### src/rtl/add_sub_pkg.sv
// add_sub_pkg: shared state encoding and operation-mode constants for add_sub_serial.
package add_sub_pkg;
    localparam logic [1:0] ST_IDLE = 2'd0;
    localparam logic [1:0] ST_RUN  = 2'd1;
    localparam logic [1:0] ST_DONE = 2'd2;
    localparam logic OP_ADD = 1'b0;
    localparam logic OP_SUB = 1'b1;
    typedef enum logic [1:0] {
        S_IDLE = ST_IDLE,
        S_RUN  = ST_RUN,
        S_DONE = ST_DONE
    } state_t;
endpackage

### src/rtl/cla_slice.sv
// cla_slice: combinational W-bit carry-lookahead adder, also exposing the carry into the top bit.
module cla_slice #(
    parameter int W = 4
) (
    input  logic [W-1:0] x,
    input  logic [W-1:0] y,
    input  logic         c0,
    output logic [W-1:0] s,
    output logic         cout,
    output logic         c_msb
);
    logic [W-1:0] p, g;
    logic [W:0]   c;
    assign p = x ^ y;
    assign g = x & y;
    assign c[0] = c0;
    // each carry is a flat sum of generate terms gated by the propagates above them
    for (genvar i = 1; i <= W; i++) begin : g_c
        logic [i:0] t;
        assign t[0] = c0 & (&p[i-1:0]);
        for (genvar j = 0; j < i; j++) begin : g_t
            if (j == i - 1) begin : g_top
                assign t[j+1] = g[j];
            end else begin : g_mid
                assign t[j+1] = g[j] & (&p[i-1:j+1]);
            end
        end
        assign c[i] = |t;
    end
    assign s     = p ^ c[W-1:0];
    assign cout  = c[W];
    assign c_msb = c[W-1];
endmodule

### src/rtl/add_sub_serial.sv
// add_sub_serial: digit-serial two's-complement adder/subtractor, one SLICE-bit digit per clock.
module add_sub_serial
    import add_sub_pkg::*;
#(
    parameter int WIDTH = 16,
    parameter int SLICE = 4
) (
    input  logic             clk,
    input  logic             rst,
    input  logic             start,
    input  logic [WIDTH-1:0] x,
    input  logic [WIDTH-1:0] y,
    input  logic             add_sub,
    output logic             busy,
    output logic             done,
    output logic [WIDTH-1:0] s,
    output logic             cout,
    output logic             ovf,
    output logic             zero
);
    localparam int N  = WIDTH / SLICE;
    localparam int CW = N > 1 ? $clog2(N) : 1;
    state_t           state;
    logic [CW-1:0]    cnt;
    logic [WIDTH-1:0] xr, yr, acc, acc_nx;
    logic             carry, dc, dm, last;
    logic [SLICE-1:0] ds;
    cla_slice #(.W(SLICE)) u_cla (
        .x(xr[SLICE-1:0]), .y(yr[SLICE-1:0]), .c0(carry),
        .s(ds), .cout(dc), .c_msb(dm)
    );
    // operands shift down so the active digit is always at the bottom; sum fills from the top
    assign acc_nx = WIDTH'({ds, acc} >> SLICE);
    assign last   = cnt == CW'(N - 1);
    always_ff @(posedge clk or posedge rst) begin
        if (rst) begin
            state <= S_IDLE;
            cnt   <= '0;
            xr    <= '0;
            yr    <= '0;
            acc   <= '0;
            carry <= 1'b0;
            busy  <= 1'b0;
            done  <= 1'b0;
            s     <= '0;
            cout  <= 1'b0;
            ovf   <= 1'b0;
            zero  <= 1'b0;
        end else begin
            done <= 1'b0;
            if (state == S_RUN) begin
                xr    <= xr >> SLICE;
                yr    <= yr >> SLICE;
                acc   <= acc_nx;
                carry <= dc;
                cnt   <= cnt + 1'b1;
                if (last) begin
                    s     <= acc_nx;
                    cout  <= dc;
                    ovf   <= dm ^ dc;
                    zero  <= acc_nx == '0;
                    done  <= 1'b1;
                    busy  <= 1'b0;
                    state <= S_DONE;
                end
            end else if (start) begin
                xr    <= x;
                yr    <= add_sub == OP_SUB ? ~y : y;
                carry <= add_sub;
                cnt   <= '0;
                busy  <= 1'b1;
                state <= S_RUN;
            end else begin
                state <= S_IDLE;
            end
        end
    end
endmodule

### config.mk
export PLATFORM = sky130hd
export DESIGN_NAME = add_sub_serial
export DESIGN_NICKNAME = d
export VERILOG_FILES = /design/src/rtl/add_sub_pkg.sv /design/src/rtl/cla_slice.sv /design/src/rtl/add_sub_serial.sv
export SDC_FILE = /design/constraint.sdc
export NUM_CORES = 1
export LEC_CHECK = 0
export CORE_UTILIZATION = 45
export DETAILED_ROUTE_END_ITERATION = 8
export HOLD_SLACK_MARGIN = 0.06
export PLACE_DENSITY = 0.7
export SYNTH_ARGS = -nofsm -noshare
export SYNTH_HDL_FRONTEND = slang
export SYNTH_SLANG_ARGS = --single-unit
### constraint.sdc
create_clock -name clk -period 3.3 [get_ports clk]
set_clock_uncertainty 0.2 [all_clocks]
set_input_delay 0.495 -clock clk [delete_from_list [all_inputs] [get_ports clk]]
set_output_delay 0.495 -clock clk [all_outputs]
set_load 0.005 [all_outputs]
==> results.json, run 1 <==
{
  "outcome": "finished clean",
  "min_period_ps": 2080,
  "cts.clk_slew.worst_paths_ps": 70,
  "cts.sinks": 70,
  "vias": 2370,
  "cp_top_family": "buffers and inverters",
  "crit_buf_inv": 1,
  "grt_use_total_pct": 18.7,
  "drive_above_1_share_pct": 6.46,
  "slew_viol_final": 0,
  "p_leak_nw": 1.84,
  "cts-root-buf": "clkbuf_8",
  "grt_pass1_vias": 2335,
  "rsz0062_at_grt": "false",
  "highest_layer": "met4",
  "worstPathArrival_ps": 2060,
  "yosysWarningCount": 0,
  "met2WireLength_mm": 2.84,
  "crit_slowest_cell": "clkdlybuf4s50_1",
  "p_comb_share_pct": 38.6,
  "start_util_pct": 46.8,
  "grt_max_degree": 70,
  "finalHoldViolations": 0,
  "ys_types": 32,
  "endpoint_kind": "flip-flop",
  "synth-seq-area-share_pct": 55.1,
  "syn_nets": 376,
  "fp.dieH_um": 86.0,
  "area_growth_pct": 25.0,
  "clock_power_share_pct": 18.1,
  "cts_tree": "yes",
  "criticalPathCategory": "in -> reg",
  "htreeDepth": 3,
  "die_w_um": 86.0,
  "hold_path.class": "reg -> reg",
  "met3_length_um": 223,
  "final_common_cell": "nand2_1",
  "tightest_slew_ps": 1030,
  "switchingPower_mw": 1.25,
  "synthesis.instances": 334,
  "dp_hpwl_mm": 4.05,
  "fin_crit_sh_pct": 63.1,
  "drt-total-wl_mm": 6.01,
  "final_cell_mix": "114 x nand2_1, 70 x dfrtp_1, 55 x clkdlybuf4s50_1, 44 x o21ai_0, 18 x xnor2_1",
  "drtPass1Iterations": 4,
  "tns_ps": 0,
  "core_area_um2": 6790,
  "insertedDiodeCount": 0,
  "die_area_um2": 7400,
  "critPathMaxFanout": 17,
  "fin_cells": 483,
  "netlist_area_um2": 3180,
  "postPlaceCellArea_um2": 3790,
  "grt_antenna_before_repair": 0,
  "vias_per_cell": 4.91,
  "vdd_drop_max_mv": 0.357,
  "dp_cells": 467,
  "post_cts_buffers": 0,
  "clock.fmax_ghz": 0.480,
  "swShare_pct": 37.1,
  "io_pins": 57,
  "cts_buffer_depth": 2,
  "place.gp.congestion": 0.767,
  "fin_nets": 424,
  "wl_per_cell_um": 12.4,
  "p_per_area_nw_per_um2": 847,
  "grt_pass1_wl_mm": 10.7,
  "worstPathRequired_ps": 3280,
  "grt-ovfl-total": 0,
  "insertion_delay_ps": 330,
  "holdBufCountCts": 0,
  "finalInstanceArea_um2": 3970,
  "syn_avg_cell_area_um2": 9.52,
  "setup_violations": 0,
  "ys_ff_latch": 70,
  "total_power_mw": 3.36,
  "slowest_delay_ps": 1060,
  "wl_met1_mm": 2.84,
  "max-cap-violations": 0,
  "internal-power_mw": 2.12,
  "drc_errors": 0,
  "io_buffers": 56,
  "seq_power_share_pct": 43.4,
  "cp_common_cell": "o21ai_0",
  "final_antenna_net_count": 0,
  "numCtsBuffers": 9,
  "hold_ws_ps": 273,
  "relSlewSlack_pct": 31.2,
  "rows": 30,
  "crit_path_start_kind": "primary input",
  "drt_iter0_drc": 110,
  "post_cts_resized": 0,
  "cp_cell_sequence": "clkdlybuf4s50_1 -> xnor2_1 -> nand2_1 -> o21ai_0 -> o21ai_0"
}
-- state kept, by name (all words and copies together) (netlist names), 2 cells and up --
name   count
yr        16
state      2
acc       12
xr        16
s         16
cnt        2
-- cell usage after synthesis --
library cell | instances | area, um2
mux2i_1 | 16 | 160
nor2_1 | 14 | 52.6
buf_2 | 9 | 45.0
clkbuf_1 | 10 | 37.5
a21oi_1 | 5 | 25.0
nand2_2 | 1 | 6.26
o21ai_1 | 1 | 5.00
dfrtp_1 | 70 | 1750
nor2b_1 | 2 | 12.5
nand2b_1 | 1 | 6.26
inv_2 | 1 | 3.75
a2111oi_4 | 1 | 27.5
fa_1 | 1 | 20.0
a211oi_1 | 5 | 37.5
or3_1 | 1 | 6.26
nand3_1 | 1 | 5.00
nor4_1 | 2 | 12.5
a22o_1 | 1 | 8.76
o21bai_1 | 1 | 7.51
or2_1 | 1 | 6.26
o21ba_2 | 1 | 10.0
o21ai_0 | 44 | 220
nand2_1 | 114 | 428
o21bai_2 | 1 | 11.3
a211oi_4 | 1 | 20.0
xnor2_1 | 18 | 158
ha_1 | 5 | 62.6
nor3_1 | 1 | 5.00
nand3b_1 | 1 | 7.51
buf_1 | 1 | 3.75
inv_1 | 2 | 7.51
buf_4 | 1 | 7.51
-- worst min-delay path: cells and delay by family, from the launching register on --
| family | cells | cell delay [ps] |
|---|---|---|
| flip-flops | 1 | 340 |
| AND/OR/NAND/NOR | 2 | 100 |
-- cell type report --
cell class | instances | area [um2]
repair buffers | 58 | 583
clock buffers | 13 | 159
multi-input cells | 240 | 1330
well taps | 96 | 120
clock inverters | 3 | 18.8
fillers | 618 | 2820
inverters | 3 | 11.3
flip-flops and latches | 70 | 1750
-- per-layer routing --
metal / vias up / GRT usage, %
met4: 0 / 8.94
li1: 1184 / -
met3: 10 / 4.23
met5: - / 0
met2: 58 / 29.7
met1: 1118 / 24.4
-- final timing paths --
path                       cells after the start  slack [ps]       to     from
setup / recovery                               5        1220    yr[1]  add_sub
hold / removal                                 2         270     s[7]     s[7]
setup reg to reg                               5        1250     zero    yr[0]
hold reg to reg                                2         270     s[7]     s[7]
max in group asynchronous                      3        1880     done      rst
min in group asynchronous                      2         390  acc[15]      rst
-- kinds of logic (layout without fill, tap and decap cells) --
group	Yosys count	after routing	synth area share [%]
xor gates and xnor gates	18	18	4.96
buffers and inverters	24	77	3.31
muxes	16	16	5.04
adders and majority gates	6	6	2.60
DFF	70	70	55.1
and+or+nand+nor	139	139	17.2
AOI/OAI and AO/OA	61	61	11.7
-- power groups by stage --
stage,logic (mW),clock network [mW],registers (mW)
after floorplan,0.884,0,1.42
after global placement,1.26,0,1.46
after detailed placement,1.31,0,1.48
after CTS,1.32,0.628,1.46
after global routing,1.49,0.667,1.51
final,1.30,0.608,1.46
-- through the flow --
step / setup slack [ps] / util, %
after global placement: 926 / 55.9
after detailed placement: 889 / 55.9
after floorplan: 837 / -
final: 1220 / 58.5
after global routing: 1000 / 58.5
after CTS: 1210 / 58.5
(Power assumes the default switching activity.)
==> run 2, diff against run 1 <==
- PLACE_DENSITY: 0.7 -> 0.73
- clock period: 3.3 -> 1.8 ns (I/O delays scaled with it)
==> results.json, run 2 (synthesis gave the netlist of run 1 again) <==
{
  "drtPass1Iterations": 4,
  "endpoint_kind": "flip-flop",
  "setup_violations": 1,
  "fin_ws_ps": -86.2,
  "drt-total-wl_mm": 6.33,
  "numCtsBuffers": 9,
  "fillers": 589,
  "fin_nets": 433,
  "finalInstanceArea_um2": 4150,
  "final_common_cell": "nand2_1",
  "failed_checks": "setup timing",
  "relSlewSlack_pct": 56.5,
  "core_area_um2": 6790,
  "fp.dieH_um": 86.0,
  "drc_errors": 0,
  "holdBufCountCts": 0,
  "grt_use_total_pct": 19.0,
  "p_per_area_nw_per_um2": 1620,
  "start_util_pct": 46.8,
  "drive_above_1_share_pct": 11.1,
  "final_util_pct": 61.0,
  "swShare_pct": 36.8,
  "final_cell_mix": "114 x nand2_1, 68 x dfrtp_1, 55 x clkdlybuf4s50_1, 42 x o21ai_0",
  "wl_per_cell_um": 12.9,
  "die_area_um2": 7400,
  "cts_buffer_depth": 2,
  "grt_antenna_before_repair": 0,
  "clock_power_share_pct": 18.2,
  "postPlaceCellArea_um2": 3890,
  "critPathMaxFanout": 3,
  "crit_path_start_kind": "flip-flop",
  "cts-root-buf": "clkbuf_8",
  "p_comb_share_pct": 41.5,
  "cts_tree": "yes",
  "io_buffers": 56,
  "dp_hpwl_mm": 4.17,
  "worstPathArrival_ps": 1970,
  "insertedDiodeCount": 0,
  "rows": 30,
  "total_power_mw": 6.71,
  "seq_power_share_pct": 40.3,
  "slew_viol_final": 0,
  "largestRegisters": "s (16), xr (16), yr (16)",
  "tightest_slew_ps": 653,
  "max-cap-violations": 0,
  "drt_iter0_drc": 142,
  "cts.sinks": 70,
  "rr_worst_depth": 5,
  "clock.fmax_ghz": 0.530,
  "switchingPower_mw": 2.47,
  "htreeDepth": 3,
  "grt_pass1_vias": 2347,
  "post-place-ws_ps": -138,
  "rsz0062_at_grt": "true",
  "criticalPathCategory": "reg -> reg",
  "fin_cells": 492,
  "vias_per_cell": 4.93,
  "vias": 2424,
  "grt_pass1_wl_mm": 10.9,
  "vdd_drop_max_mv": 0.719,
  "final_antenna_net_count": 0,
  "area_growth_pct": 30.5,
  "place.gp.congestion": 0.755,
  "io_pins": 57,
  "die_w_um": 86.0,
  "p_leak_nw": 1.90,
  "hold_path.class": "in -> async",
  "cts.clk_slew.worst_paths_ps": 70,
  "fin_crit_sh_pct": 105,
  "worstPathRequired_ps": 1890,
  "outcome": "finished, violations left",
  "grt_max_degree": 71,
  "internal-power_mw": 4.24,
  "min_period_ps": 1890,
  "insertion_delay_ps": 350,
  "grt-ovfl-total": 0,
  "finalHoldViolations": 0,
  "dp_cells": 474
}
## run 2: per-stage QoR
stage / setup TNS (ps) / hold WS, ps
after global placement: -100 / 259
after global routing: -406 / 230
after CTS: -131 / 183
after floorplan: -25.4 / 226
final: -86.2 / 156
after detailed placement: -351 / 261
## run 2: power by group through the flow
stage / clock network (mW) / logic (mW) / registers (mW)
floorplan: 0 / 1.62 / 2.60
global placement: 0 / 2.48 / 2.68
detailed placement: 0 / 2.57 / 2.70
CTS: 1.26 / 2.70 / 2.70
global route: 1.33 / 3.13 / 2.79
finish: 1.22 / 2.78 / 2.70
## run 2: final timing paths
kind | start | to | slack, ps
setup / recovery | xr[1] | zero | -90
hold / removal | rst | yr[7] | 160
setup reg to reg | xr[1] | zero | -90
hold reg to reg | s[12] | s[12] | 270
max in group asynchronous | rst | xr[0] | 920
min in group clk | start | yr[14] | 230
## run 2: what timing repair did
action / CTS / global route
resized for setup: 5 / 6
endpoints found under the setup margin: 5 / 8
pin swaps: 7 / 6
buffers inserted: 1 / 1
## run 2: routing by layer
metal  vias to the layer above  part of all wire [%]  wire [um]  GRT usage [%]
li1                       1216                     -          -              -
met1                      1151                    48       3020           25.2
met2                        48                    47       2970           29.6
met3                         9                   3.5        222           4.23
met4                         0                   1.8        116           9.55
met5                         -                     0          0              0
## run 2: worst max-delay path, stage by stage, from the launching register on
cell,delay [ps]
dfrtp_1,420
ha_4,290
o21ai_1,110
or2_1,280
a2111oi_4,350
a22o_1,170
## run 2: area by class of cell
class / instances / area, um2 / area share [%]
clock buffer: 10 / 128 / 3.08
clock inverter: 6 / 61.3 / 1.48
inverter: 3 / 15.0 / 0.362
multi-input combinational: 240 / 1380 / 33.3
sequential: 70 / 1750 / 42.3
tap: 96 / 120 / 2.90
timing repair buffer: 67 / 688 / 16.6
